`config.mk`:
```
export PLATFORM = sky130hd
export DESIGN_NAME = codifica_hamming_tx
export DESIGN_NICKNAME = d
export VERILOG_FILES = /design/src/rtl/codifica_hamming_tx.sv
export SDC_FILE = /design/constraint.sdc
export NUM_CORES = 1
export LEC_CHECK = 0
export ABC_AREA = 1
export CAP_MARGIN = 40
export CORE_ASPECT_RATIO = 1.25
export CORE_UTILIZATION = 55
export DETAILED_ROUTE_END_ITERATION = 10
export GPL_TIMING_DRIVEN = 0
export PLACE_DENSITY_LB_ADDON = 0.15
export RECOVER_POWER = 100
export SLEW_MARGIN = 20
export SYNTH_ARGS = -nofsm -noshare
export SYNTH_HDL_FRONTEND = slang
export SYNTH_SLANG_ARGS = --single-unit
export TNS_END_PERCENT = 20
```
`constraint.sdc`:
```
create_clock -name clk -period 2.1 [get_ports clk]
set_clock_uncertainty 0.1 [all_clocks]
set_input_delay 0.315 -clock clk [delete_from_list [all_inputs] [get_ports clk]]
set_output_delay 0.315 -clock clk [all_outputs]
set_load 0.01 [all_outputs]
```
`src/rtl/codifica_hamming_tx.sv`:
```
// Hamming(15,11) encoder feeding a start/data/stop serial transmitter.
// A single-entry buffer holds the next encoded word so one frame can be
// in flight while the following word waits. Each serial bit lasts BIT_DIV
// clock cycles, and frames are sent back to back whenever the buffer is full.

module codifica_hamming_tx #(
  parameter int BIT_DIV = 4
) (
  input  logic        clk,
  input  logic        rst_n,
  input  logic        in_valid,
  output logic        in_ready,
  input  logic [10:0] dados,
  output logic        serial_out,
  output logic        busy,
  output logic [14:0] palavra,
  output logic        frame_done
);

  localparam logic [7:0] DIV_LAST = 8'(BIT_DIV - 1);
  localparam logic [3:0] BIT_LAST = 4'd14;

  typedef enum logic [1:0] {
    S_IDLE  = 2'd0,
    S_START = 2'd1,
    S_DATA  = 2'd2,
    S_STOP  = 2'd3
  } state_t;

  // Data bits occupy the non-power-of-two positions; parity bits give
  // even parity over the positions whose index has the matching bit set.
  function automatic logic [14:0] hamming_encode(input logic [10:0] d);
    logic [14:0] cw;
    cw     = 15'd0;
    cw[2]  = d[0];
    cw[4]  = d[1];
    cw[5]  = d[2];
    cw[6]  = d[3];
    cw[8]  = d[4];
    cw[9]  = d[5];
    cw[10] = d[6];
    cw[11] = d[7];
    cw[12] = d[8];
    cw[13] = d[9];
    cw[14] = d[10];
    cw[0]  = cw[2] ^ cw[4] ^ cw[6] ^ cw[8] ^ cw[10] ^ cw[12] ^ cw[14];
    cw[1]  = cw[2] ^ cw[5] ^ cw[6] ^ cw[9] ^ cw[10] ^ cw[13] ^ cw[14];
    cw[3]  = cw[4] ^ cw[5] ^ cw[6] ^ cw[11] ^ cw[12] ^ cw[13] ^ cw[14];
    cw[7]  = ^cw[14:8];
    return cw;
  endfunction

  state_t      state_q, state_d;
  logic [7:0]  div_q, div_d;
  logic [3:0]  bit_q, bit_d;
  logic [14:0] shift_q, shift_d;
  logic [14:0] palavra_q, palavra_d;
  logic        buf_full_q, buf_full_d;
  logic [14:0] buf_word_q, buf_word_d;
  logic        in_ready_q;
  logic        serial_q, serial_d;
  logic        busy_q, busy_d;
  logic        frame_done_q, frame_done_d;
  logic        accept_s, load_s, last_div_s;

  // Handshake: accept only into an empty buffer; a load by the FSM empties it.
  always_comb begin
    accept_s   = in_valid & in_ready_q;
    buf_full_d = buf_full_q;
    buf_word_d = buf_word_q;
    if (accept_s) begin
      buf_full_d = 1'b1;
      buf_word_d = hamming_encode(dados);
    end else if (load_s) begin
      buf_full_d = 1'b0;
    end else begin
      buf_full_d = buf_full_q;
    end
  end

  // Frame sequencer: bit-period divider, bit counter and shift register.
  always_comb begin
    state_d    = state_q;
    div_d      = div_q;
    bit_d      = bit_q;
    shift_d    = shift_q;
    palavra_d  = palavra_q;
    load_s     = 1'b0;
    last_div_s = (div_q == DIV_LAST);
    case (state_q)
      S_IDLE: begin
        if (buf_full_q) begin
          load_s    = 1'b1;
          state_d   = S_START;
          div_d     = 8'd0;
          bit_d     = 4'd0;
          shift_d   = buf_word_q;
          palavra_d = buf_word_q;
        end else begin
          state_d = S_IDLE;
        end
      end
      S_START: begin
        if (last_div_s) begin
          state_d = S_DATA;
          div_d   = 8'd0;
          bit_d   = 4'd0;
        end else begin
          div_d = div_q + 8'd1;
        end
      end
      S_DATA: begin
        if (last_div_s) begin
          div_d   = 8'd0;
          shift_d = shift_q >> 1;
          if (bit_q == BIT_LAST) begin
            state_d = S_STOP;
            bit_d   = 4'd0;
          end else begin
            bit_d = bit_q + 4'd1;
          end
        end else begin
          div_d = div_q + 8'd1;
        end
      end
      S_STOP: begin
        if (!last_div_s) begin
          div_d = div_q + 8'd1;
        end else if (buf_full_q) begin
          // Next word is already waiting: start it with no idle gap.
          load_s    = 1'b1;
          state_d   = S_START;
          div_d     = 8'd0;
          bit_d     = 4'd0;
          shift_d   = buf_word_q;
          palavra_d = buf_word_q;
        end else begin
          state_d = S_IDLE;
          div_d   = 8'd0;
        end
      end
      default: begin
        state_d = S_IDLE;
        div_d   = 8'd0;
        bit_d   = 4'd0;
      end
    endcase
  end

  // Output decode from the next state so the outputs can be registered.
  always_comb begin
    serial_d     = 1'b1;
    busy_d       = 1'b0;
    frame_done_d = 1'b0;
    case (state_d)
      S_START: begin
        serial_d = 1'b0;
        busy_d   = 1'b1;
      end
      S_DATA: begin
        serial_d = shift_d[0];
        busy_d   = 1'b1;
      end
      S_STOP: begin
        serial_d     = 1'b1;
        busy_d       = 1'b1;
        frame_done_d = (div_d == DIV_LAST);
      end
      default: begin
        serial_d     = 1'b1;
        busy_d       = 1'b0;
        frame_done_d = 1'b0;
      end
    endcase
  end

  // State and output registers with synchronous active-low reset.
  always_ff @(posedge clk) begin
    if (!rst_n) begin
      state_q      <= S_IDLE;
      div_q        <= 8'd0;
      bit_q        <= 4'd0;
      shift_q      <= 15'd0;
      palavra_q    <= 15'd0;
      buf_full_q   <= 1'b0;
      buf_word_q   <= 15'd0;
      in_ready_q   <= 1'b0;
      serial_q     <= 1'b1;
      busy_q       <= 1'b0;
      frame_done_q <= 1'b0;
    end else begin
      state_q      <= state_d;
      div_q        <= div_d;
      bit_q        <= bit_d;
      shift_q      <= shift_d;
      palavra_q    <= palavra_d;
      buf_full_q   <= buf_full_d;
      buf_word_q   <= buf_word_d;
      in_ready_q   <= ~buf_full_d;
      serial_q     <= serial_d;
      busy_q       <= busy_d;
      frame_done_q <= frame_done_d;
    end
  end

  assign in_ready   = in_ready_q;
  assign serial_out = serial_q;
  assign busy       = busy_q;
  assign palavra    = palavra_q;
  assign frame_done = frame_done_q;

endmodule

```
==> out/metrics.yaml <==
ioPinCount: 33
die_area_um2: 6260
min_path_type: "flop to flop"
slowest_delay_ns: 0.41
crit_path_end: "palavra[6]"
fill_cells: 533
port_buffers: 32
synthMuxAreaShare_pct: 0
gr-usage-met3_pct: 4.60
drv_slew: 0
layout.nets: 537
yosysTopAreaCell: "dfxtp_1"
tns_ns: 0
grt_pass1_wl_mm: 12.5
clock_sinks: 64
max_freq_mhz: 510
cts_max_level: 3
grt_pass1_vias: 2842
r2r-end: "palavra[6]"
area_delta_synth_final_pct: 18.1
worstPathCellList: "ha_2, nand2_2, nor2_4, nand2_4, nand2_2, nand2_2, inv_2, buf_2, o21ai_0, a21oi_1"
synth_xor_area_share_pct: 5.63
dp_slack_ns: 0.0828
crit_start: "div_q[0]"
place_hpwl_mm: 5.63
critPathLaunchType: "flop"
post-route-util_pct: 66.8
start_util_pct: 56.6
synthArstFlopShare_pct: 0
total_power_mw: 2.69
hold_viol: 0
crit_required_ns: 2.28
finalSetupViolCount: 0
drt-total-wl_mm: 7.47
numCtsBuffers: 9
place_area_um2: 3670
vias: 3143
grt_usage_pct: 25.7
cpMaxStageDelayCell: "dfxtp_1"
drtIter0Drc: 147
drcViolationCount: 0
synth_cell_types: 31
antenna_left: 0
outcome: "complete, no violations"
hold_start: "palavra[8]"
drt-pass1-iter-count: 6
postCtsSetupRepairBufs: 0
synth-compound-area-share_pct: 15.8
path_clk_slew_ns: 0.07
core_um2: 5780
synth.cell_area_um2: 3270
min_period_ns: 1.96
via_per_inst: 5.37
max_slew.worst_pin.slew_ns: 0.439
reg2reg_depth: 10
postSynthAreaPerCell_um2: 6.94
synth.area.top_cells: "dfxtp_1, nand2_1, nor2_1"
die_w_um: 71.0
grtUsageMet1_pct: 29.8
synth_fp_nets: 494
post_drt_wl_per_cell_um: 12.8
arrival_ns: 2.14
row_count: 31
setup_ws_ns: 0.138
ys.flop_type: "dfxtp_1"
yosys_register_bits: 64
clock_latency_ns: 0.35
antenna_found_initial: 0
synth_top_family_by_area: "simple AND/OR/NAND/NOR gates"
yosysWarnings: 0
worstPathMaxFanout: 10
maxCapViolations: 0
crit_path_end_kind: "flop"
place_inst: 569
grt_start_max_net_pins: 12
fin_cells: 585
peakVddDrop_v: 0.000524
syn_inst: 471
root_buffer: "clkbuf_8"
synth-edff-count: 0
powerDensity_nw_per_um2: 696
cts_tree: "done"
reg2reg_slack_ns: 0.14
fp.dieH_um: 88.2
gp_congestion: 0.913
gr-total-overflow: 0
critical_path.most_common_cell: "nand2_2"
fin_area_um2: 3860
synth_top_area_share_pct: 39.2
yosysSeqAreaShare_pct: 39.2
rr_startpoint: "div_q[0]"
n_antenna_cell: 0
synth_fa_ha_area_share_pct: 3.44
min_period_over_period_pct: 93.4
cts_buffer_depth: 2
layout-drive-gt1-share_pct: 8.48
synth_simple_gate_area_share_pct: 27.5
hold_slack_ns: 0.381
met2_usage_pct: 46.9
relSlewSlack_pct: 70.7
setup.worst_path.class: "flop to flop"
busiest_layer: "met2"
power.leakage_nw: 1.65
critical path: cells and delay by family (launching register included):
kind,cells,cell delay [ns]
flip-flops,1,0.41
AND/OR/NAND/NOR,5,0.57
buffers and inverters,2,0.30
adder cells (fa/ha/maj),1,0.25
AO/OA/AOI/OAI,2,0.25
worst min-delay path by stage:
| stage | cells after the start | endpoint |
|---|---|---|
| after floorplan | 2 | palavra[3] |
| after CTS | 2 | shift_q[4] |
| after global routing | 2 | shift_q[4] |
| after global placement | 2 | palavra[0] |
| after detailed placement | 2 | shift_q[4] |
| final | 2 | palavra[8] |
Yosys cell counts (3+ instances only):
cell and number:
nand2_1 86, nor2_1 69, dfxtp_1 64, a21oi_1 47, inv_1 42, nand3_1 42
o21ai_0 42, xnor2_1 14, clkbuf_1 11, ha_1 9, inv_2 8, xor2_1 7
nand2_2 5, buf_2 4, nand4_1 3
registers in the layout, indices dropped and copies added, names as in the netlist:
register and flops:
palavra 15, serial_out 1, frame_done 1, state_q 2, busy 1, in_ready 1, buf_word_q 15, shift_q 15
div_q 8, buf_full_q 1, bit_q 4
timing repair:
item,CTS,global route
resized for setup,0,4
hold buffers,0,0
setup endpoints to repair,0,7
report_power, final:
group          internal (mW)  switching, mW  leakage (nW)
clock                  0.492          0.474        0.0886
sequential              1.28         0.0408         0.522
combinational          0.174          0.231          1.04
total                   1.94          0.746          1.65
cell usage in the layout (no fill, tap or decap), types with 2 or more instances in the layout:
master	n
a21oi_1	47
buf_2	4
clkbuf_1	11
clkbuf_8	11
clkdlybuf4s50_1	11
clkinvlp_4	2
dfxtp_1	64
dlygate4sd3_1	21
ha_1	8
inv_1	42
inv_2	8
nand2_1	86
nand2_2	5
nand3_1	42
nand4_1	3
nor2_1	68
nor2_4	2
o21ai_0	42
o21ai_1	2
xnor2_1	14
xor2_1	7
layer usage:
layer / vias up / routed length (um)
met3: 14 / 242
met2: 57 / 3880
li1: 1606 / -
met5: - / 0
met4: 0 / 155
met1: 1466 / 3190
cell families (layout without fill, tap and decap cells):
family | Yosys count | in the layout
buffers and inverters | 69 | 117
XOR/XNOR | 21 | 21
adder cells (fa/ha/maj) | 9 | 9
AND/OR/NAND/NOR | 211 | 211
flip-flops | 64 | 64
AO/OA/AOI/OAI | 97 | 97
area by class of cell:
cell class / count / area [um^2] / share of cell area (%)
flip-flops and latches: 64 / 1280 / 33.2
plain buffers: 18 / 85.1 / 2.20
multi-input cells: 338 / 1720 / 44.5
clock buffers: 12 / 155 / 4.02
well taps: 66 / 82.6 / 2.14
inverters: 51 / 191 / 4.96
clock inverters: 4 / 28.8 / 0.745
repair buffers: 32 / 320 / 8.29
(Power assumes the default switching activity.)
